==> src/rtl/lane_scroll_scheduler.sv <==
// Per-lane horizontal scroll offsets for the tile playfield.
// One lane is advanced per cycle during a sweep triggered by the frame tick.
module lane_scroll_scheduler #(
   parameter int unsigned NUM_LANES = 15,
   parameter int unsigned SCREEN_W  = 640,
   parameter int unsigned OFFSET_W  = 10
) (
   input  logic                clk,
   input  logic                rst_n,
   input  logic                frame_tick_i,
   input  logic                enable_i,
   input  logic [1:0]          level_i,
   input  logic                sync_clear_i,
   input  logic [3:0]          rd_row_i,
   output logic [OFFSET_W-1:0] rd_offset_o,
   output logic                busy_o,
   output logic                update_done_o,
   output logic                overrun_o
);

   localparam logic [3:0]        LastLane = 4'(NUM_LANES - 1);
   localparam logic [3:0]        NumLanes = 4'(NUM_LANES);
   localparam logic [OFFSET_W:0] ScreenW  = (OFFSET_W + 1)'(SCREEN_W);

   typedef enum logic [1:0] {StIdle, StUpdate, StDone} state_e;

   state_e              state_q, state_d;
   logic [3:0]          idx_q, idx_d;
   logic                overrun_q, overrun_d;
   logic [OFFSET_W-1:0] rd_offset_q, rd_offset_d;
   logic [OFFSET_W-1:0] offset_q [NUM_LANES];
   logic [OFFSET_W-1:0] offset_d [NUM_LANES];

   // Rows 0, 7 and 14 are static; the rest move by (row mod 3) + 1 + level.
   function automatic logic [2:0] lane_step(input logic [3:0] row, input logic [1:0] lvl);
      logic [3:0] m;
      m = row % 4'd3;
      if (row == 4'd0 || row == 4'd7 || row == 4'd14) begin
         return 3'd0;
      end
      return 3'(m) + 3'd1 + {1'b0, lvl};
   endfunction

   function automatic logic [OFFSET_W-1:0] wrap_step(input logic [OFFSET_W-1:0] off,
                                                     input logic [2:0]          step,
                                                     input logic                right);
      logic [OFFSET_W:0] off_x;
      logic [OFFSET_W:0] step_x;
      logic [OFFSET_W:0] s;
      off_x  = {1'b0, off};
      step_x = (OFFSET_W + 1)'(step);
      if (right) begin
         s = off_x + step_x;
         if (s >= ScreenW) begin
            s = s - ScreenW;
         end
      end else if (off_x < step_x) begin
         s = off_x + ScreenW - step_x;
      end else begin
         s = off_x - step_x;
      end
      return s[OFFSET_W-1:0];
   endfunction

   always_comb begin
      state_d   = state_q;
      idx_d     = idx_q;
      overrun_d = overrun_q;
      offset_d  = offset_q;
      // Restart wins over everything, including a coincident tick.
      if (sync_clear_i) begin
         state_d = StIdle;
         idx_d   = '0;
         for (int i = 0; i < NUM_LANES; i++) begin
            offset_d[i] = '0;
         end
      end else begin
         unique case (state_q)
            StIdle: begin
               if (frame_tick_i && enable_i) begin
                  state_d = StUpdate;
                  idx_d   = '0;
               end
            end
            StUpdate: begin
               offset_d[idx_q] = wrap_step(offset_q[idx_q], lane_step(idx_q, level_i), idx_q[0]);
               if (idx_q == LastLane) begin
                  state_d = StDone;
                  idx_d   = '0;
               end else begin
                  idx_d = idx_q + 4'd1;
               end
               if (frame_tick_i) begin
                  overrun_d = 1'b1;
               end
            end
            StDone: begin
               state_d = StIdle;
               if (frame_tick_i) begin
                  overrun_d = 1'b1;
               end
            end
            default: state_d = StIdle;
         endcase
      end
   end

   // Reads see the pre-write value when the same lane is written this cycle.
   always_comb begin
      rd_offset_d = '0;
      if (rd_row_i < NumLanes) begin
         rd_offset_d = offset_q[rd_row_i];
      end
   end

   always_ff @(posedge clk or negedge rst_n) begin
      if (!rst_n) begin
         state_q     <= StIdle;
         idx_q       <= '0;
         overrun_q   <= 1'b0;
         rd_offset_q <= '0;
         for (int i = 0; i < NUM_LANES; i++) begin
            offset_q[i] <= '0;
         end
      end else begin
         state_q     <= state_d;
         idx_q       <= idx_d;
         overrun_q   <= overrun_d;
         rd_offset_q <= rd_offset_d;
         for (int i = 0; i < NUM_LANES; i++) begin
            offset_q[i] <= offset_d[i];
         end
      end
   end

   assign rd_offset_o   = rd_offset_q;
   assign busy_o        = (state_q == StUpdate);
   assign update_done_o = (state_q == StDone);
   assign overrun_o     = overrun_q;

endmodule

==> config.mk <==
export PLATFORM = sky130hd
export DESIGN_NAME = lane_scroll_scheduler
export DESIGN_NICKNAME = d
export VERILOG_FILES = /design/src/rtl/lane_scroll_scheduler.sv
export SDC_FILE = /design/constraint.sdc
export NUM_CORES = 1
export LEC_CHECK = 0
export BUFFER_PORTS_ARGS = -buffer_cell sky130_fd_sc_hd__buf_4
export CAP_MARGIN = 5
export CORE_MARGIN = 5
export CORE_UTILIZATION = 55
export DETAILED_ROUTE_END_ITERATION = 12
export GPL_TIMING_DRIVEN = 0
export MAX_ROUTING_LAYER = met4
export PLACE_DENSITY_LB_ADDON = 0.3
export SLEW_MARGIN = 20
export SYNTH_ARGS = -nofsm -noshare
export SYNTH_HDL_FRONTEND = slang
export SYNTH_SLANG_ARGS = --single-unit
export TNS_END_PERCENT = 30
==> constraint.sdc <==
create_clock -name clk -period 11.85 [get_ports clk]
set_input_delay 2.37 -clock clk [delete_from_list [all_inputs] [get_ports clk]]
set_output_delay 2.37 -clock clk [all_outputs]
set_load 0.01 [all_outputs]
==> metrics, run 1 <==
status=completed; sequential element share of the synthesized area=around two fifths; Clk Latency, worst-skew pair=approximately 440 ps; Mapped Cells=987; Starting Density=between 50 and 60%; Post-Syn Area=between 10000 and 15000 µm²; Die Wd=148 µm; Seq pwr share=28.8%; Resize count post-CTS=0; setup TNS=0 ps; Setup CP Type=reg2reg; Worst Path Required=between 10000 and 15000 ps; Yosys Warn Count=0; Post-CTS Setup Repair Bufs=0; Cell Pwr Density=~180 nW/µm²; hold bufs inserted after CTS=0; Post-synth EDFFs=0; Switching Fraction=40.6%; syn avg cell area=about 11 µm²; Tot Pwr=slightly above 0.002 W; Critical Path End Type=flop; antenna violations before repair=0; vias per std cell=a little under 7; skew final=between 8 and 9 ps; CTS clock-pin slew for the worst setup and hold paths=roughly 70 ps; WL per Instance=28.3 µm; drt pass-1 iters=5; clk buf depth=2; worst r2r path cells=20; drc violations=0; Leak Pwr=about 4.7 nW; RSZ-0062 raised after global routing=false; top_reg_cell synth=dfrtp_1; Initial DRC Count=about 1100; most frequent cells in the layout=dfrtp_1, nor2_1, nand2_1; Port Buffers=19; Total Routing Usage GR=between 30% and 40%; Total Wirelength=about 36 mm; total CTS buffers=17; DR vias=around 8900; fillers=between 1500 and 2000; Post-synth ARST share=between 90% and 100%; P&R area growth vs syn=11.1%; final setup fails=0; layout cells sized above 1=17.9%; Synth Register Bits=167; largest net degree at the start of global routing=94; Synth top area share=40.1%; Crit path arrival time=approximately 7200 ps; Critical Path Source Type=flop; hold crit path type=reg2reg; # diodes=0; minimum clock period=~7000 ps; H-Tree Depth=4; vias in the first global route=8718; Logic pwr share=between 40% and 50%; MaxCap Viol Count=0; Placer Congestion=between 1 and 1.5; global-route wire length before repair=53.7 mm; die area=21800 µm²; hpwl dp=around 24 mm; crit share post-route=57.8%; clk sinks=167; P_int=approximately 0.0012 W; Hold Fails Final Rpt=0; maximum vdd drop=between 0.0001 and 0.00015 V; num rows=50; switching power=between 0.0008 and 0.0009 W; Fmax=146 MHz; Relative slew margins=between 10% and 20%; post-synth cell types=70; hold depth=1; most common cell after layout, fill and taps aside=dfrtp_1; I/O pin count=24; syn_nets=1036; clk root buf=clkbuf_16; gr ovfl total=0; Slew @ Worst Pin=around 1300 ps; Final #Nets=approximately 1100; chip height=between 100 and 150 µm; clock share of power=around 29%; Final ANT Viol Nets=0; Final Max Tran Viols=0; worst-path maximum fanout=10; CORE AREA=roughly 19000 µm²; Synth area leaders=dfrtp_1, mux4_2, nor2_1; CTS tree=done; Yosys top cell by area=dfrtp_1
[state kept, by name, indices dropped and copies added (netlist names)]
name         count
overrun_o        1
state_q          2
rd_offset_o     10
offset_q       150
idx_q            4
[path summary, 6_finish.rpt]
path,startpoint,end,slack (ps)
setup / recovery,idx_q[1],offset_q[104],5000
hold reg to reg,overrun_o,overrun_o,480
hold / removal,overrun_o,overrun_o,480
min in group asynchronous,rst_n,state_q[0],1890
max in group asynchronous,rst_n,offset_q[144],9070
setup reg to reg,idx_q[1],offset_q[104],5000
[stage by stage]
| stage | hold WS [ps] | utilization (%) | std cells | setup WS (ps) | cell area (µm²) |
|---|---|---|---|---|---|
| after floorplan | 476 | - | 987 | 6380 | 10400 |
| after global placement | 461 | 58.0 | 1240 | 5260 | 10900 |
| after detailed placement | 464 | 58.5 | 1245 | 5240 | 10900 |
| after CTS | 480 | 61.8 | 1275 | 5170 | 11600 |
| after global routing | 507 | 61.9 | 1275 | 4590 | 11600 |
| final | 478 | 61.9 | 1275 | 5000 | 11600 |
[Yosys cell counts (all sizes together), types with 2 or more instances]
cell type	number
a2111oi	3
a211oi	65
a21boi	2
a21o	2
a21oi	48
a221oi	2
a22o	34
a22oi	3
a31oi	4
and2	3
buf	27
clkbuf	39
dfrtp	167
fa	5
ha	33
inv	39
mux2	4
mux2i	47
mux4	67
nand2	88
nand2b	7
nand3	10
nand4	2
nor2	141
nor2b	11
nor3	38
nor3b	3
o211ai	11
o21ai	30
o21bai	5
o221ai	3
o22ai	4
o311ai	2
xnor2	20
xor2	5
[cell families after synthesis]
family | count (synthesis) | synth area share, %
flops | 167 | 40.1
buf+inv | 105 | 4.37
simple gates | 309 | 12.7
fa+ha+maj | 38 | 4.92
compound gates | 225 | 16.0
mux | 118 | 19.7
xor+xnor | 25 | 2.17
[area by class of cell]
type | instances | area (µm²) | area share, %
flip-flops and latches | 167 | 4180 | 36.1
clock buffers | 21 | 460 | 3.98
plain buffers | 66 | 312 | 2.69
inverters | 39 | 146 | 1.27
well taps | 234 | 293 | 2.53
clock inverters | 9 | 150 | 1.30
repair buffers | 24 | 211 | 1.83
multi-input cells | 715 | 5820 | 50.3
[per-layer routing]
| layer | share of wire (%) | vias to the layer above | GRT usage, % |
|---|---|---|---|
| met4 | 6.9 | 0 | 19.9 |
| met3 | 13 | 173 | 11.5 |
| met5 | 0 | - | - |
| met1 | 37 | 4295 | 44.2 |
| li1 | - | 3699 | - |
| met2 | 43 | 683 | 48.4 |
[power by group through the flow]
| stage | Clock [W] | Sequential [W] | Combinational, W |
|---|---|---|---|
| after CTS | 0.000591 | 0.000597 | 0.000859 |
| after global placement | 0 | 0.000607 | 0.000847 |
| after detailed placement | 0 | 0.000608 | 0.000855 |
| after global routing | 0.000614 | 0.000600 | 0.000928 |
| final | 0.000593 | 0.000598 | 0.000883 |
| after floorplan | 0 | 0.000605 | 0.000592 |
[critical path, cell delays in order, from the launching register on]
cell and delay (ps):
dfrtp_1 370, buf_2 290, buf_4 270, buf_2 310
buf_2 400, buf_1 480, o21ai_0 220, ha_1 250
nor3b_1 330, mux2_2 400, fa_1 410, xnor2_1 220
and2_1 220, ha_1 270, clkbuf_1 190, nor2b_1 240
a31oi_2 180, o221ai_2 330, mux2i_1 820, and2_1 360
a22o_1 190
No activity file was read; power rests on OpenSTA's default activity.
==> run 2: changes to the inputs <==
==> constraint.sdc (replaced) <==
create_clock -name clk -period 6.19 [get_ports clk]
set_input_delay 1.238 -clock clk [delete_from_list [all_inputs] [get_ports clk]]
set_output_delay 1.238 -clock clk [all_outputs]
set_load 0.01 [all_outputs]
==> run 2 against run 1 <==
Effect of this change: first-iteration DRC count increased by 23%; combinational power increased by 93%; clock skew increased by 2.5 ps; hold slack about the same; wire length about the same.
==> metrics, run 2 (synthesis results as in run 1) <==
largest register by flop count=offset_q; Critical Path Source Type=flop; post-route design area=approximately 12000 µm²; Fmax=~170 MHz; MaxCap Viol Count=0; status=completed; CORE AREA=18700 µm²; pre-CTS setup slack=-416 ps; die area=between 20000 and 25000 µm²; Non-Filler Instances=about 1300; I/O pin count=24; # diodes=0; maximum vdd drop=0.000277 V; R2R Path End=offset_q[104]; final setup fails=0; minimum clock period=5920 ps; antenna violations before repair=0; Slew @ Worst Pin=roughly 1300 ps; crit share post-route=between 90 and 100%; hold depth=1; Final Max Tran Viols=0; slowest CP cell=mux2i_1; drt pass-1 iters=6; clk sinks=167; gr ovfl total=0; Hold WS=479 ps; largest net degree at the start of global routing=94; H-Tree Depth=4; vias per std cell=6.95; Initial DRC Count=roughly 1400; worst r2r path cells=22; multi-input combinational cell area=between 5000 and 6000 µm²; hpwl dp=roughly 24 mm; reg2reg start=idx_q[3]; Final #Nets=roughly 1100; worst-path maximum fanout=19; global-route wire length before repair=approximately 54 mm; register area=approximately 4200 µm²; clk buf depth=2; skew final=about 11 ps; Starting Density=55.7%; max FFs per register=150; Setup CP Type=reg2reg; Hold Fails Final Rpt=0; Cell Pwr Density=approximately 340 nW/µm²; Leak Pwr=roughly 4.7 nW; num rows=50; Final ANT Viol Nets=0; fillers=1496; total CTS buffers=17; CP max stage delay=~800 ps; Crit path arrival time=~6300 ps; crit-path most repeated cell=ha_1; Placer Congestion=~1; Total Wirelength=around 36 mm; setup TNS=0 ps; Worst Path Required=around 6600 ps; Relative slew margins=14.7%; CTS tree=done; P&R area growth vs syn=11.7%; Die Wd=about 150 µm; CTS clock-pin slew for the worst setup and hold paths=approximately 70 ps; R2R Setup Slk=270 ps; Critical Path Sink=offset_q[104]; Total Routing Usage GR=approximately a third; vias in the first global route=approximately 8700; clk root buf=clkbuf_16; Port Buffers=19; WL per Instance=between 20 and 30 µm; CP Cell Sequence=buf_6, nand2b_1, inv_2, ha_1, inv_1, ha_1, o211ai_1, o21ai_0, ha_1, nor3b_2, mux2_2, fa_1, xnor2_2, and2_4, ha_1, clkbuf_2, nor2b_1, a31oi_2, o221ai_2, mux2i_1, and2_1, a22o_1; worst setup margin=around 270 ps; DR vias=between 8000 and 9000; DP Cell Count=about 1200; most common cell after layout, fill and taps aside=dfrtp_1; crit path launch=idx_q[3]; hold bufs inserted after CTS=0; chip height=148 µm; Critical Path End Type=flop; Clk Latency, worst-skew pair=between 400 and 500 ps; Post-DP Area=approximately 11000 µm²; drc violations=0; layout cells sized above 1=approximately a fifth; most frequent cells in the layout=dfrtp_1, nor2_1, nand2_1; hold crit path type=reg2reg
## run 2: cell count changes in the layout (fill, tap and decap cells not counted), moves of 2 or more
| cell | previous run | this run |
|---|---|---|
| buf_6 | 5 | 8 |
| buf_2 | 12 | 6 |
| clkbuf_1 | 40 | 37 |
| buf_4 | 25 | 29 |
| a2111oi_0 | 3 | 1 |
| clkbuf_2 | 3 | 6 |
| a2111oi_1 | 0 | 2 |
| buf_1 | 5 | 3 |
## run 2: repair_timing
action,CTS,global route
endpoints found under the hold margin,0,0
buffers inserted,0,4
gates cloned,0,0
setup endpoints to repair,95,95
resized for setup,2,21
pin swaps,0,4
## run 2: layout make-up
cell class              instances  area share [%]
repair buffers                 28            2.08
multi-input cells             715            50.2
flip-flops and latches        167            35.9
well taps                     234            2.52
inverters                      39            1.26
clock inverters                 9            1.29
plain buffers                  62            2.74
clock buffers                  21            3.96
## run 2: critical path: cells and delay by family (launching register included)
family	cells	cell delay (ps)
AO/OA/AOI/OAI	5	940
XOR/XNOR	1	170
adder cells (fa/ha/maj)	5	1370
buffers and inverters	4	520
flip-flops	1	450
multiplexers	2	1180
AND/OR/NAND/NOR	5	1190
## run 2: where the power goes
group / switching [W] / internal (W)
logic: 0.00114 / 0.000559
registers: 0.0000233 / 0.00112
clock network: 0.000449 / 0.000690
total: 0.00161 / 0.00237
## run 2: layer usage
| metal | vias up | share of wire (%) | global-route usage [%] |
|---|---|---|---|
| met5 | - | 0 | - |
| met4 | 0 | 7.0 | 19.3 |
| met3 | 171 | 12 | 10.9 |
| met2 | 653 | 43 | 48.7 |
| met1 | 4349 | 38 | 44.5 |
| li1 | 3687 | - | - |
## run 2: how the worst min path moves through the flow
stage                              from             to  slack, ps
final                         overrun_o      overrun_o        480
after global routing          overrun_o      overrun_o        510
after CTS                     overrun_o      overrun_o        480
after detailed placement      overrun_o      overrun_o        460
after global placement        overrun_o      overrun_o        460
after floorplan           offset_q[147]  offset_q[147]        480
## run 2: per-stage QoR
stage                     total power (W)  utilization (%)
after global routing              0.00412             62.2
final                             0.00398             62.2
after detailed placement          0.00280             58.5
after global placement            0.00278             58.0
after floorplan                   0.00229                -
after CTS                         0.00392             61.8
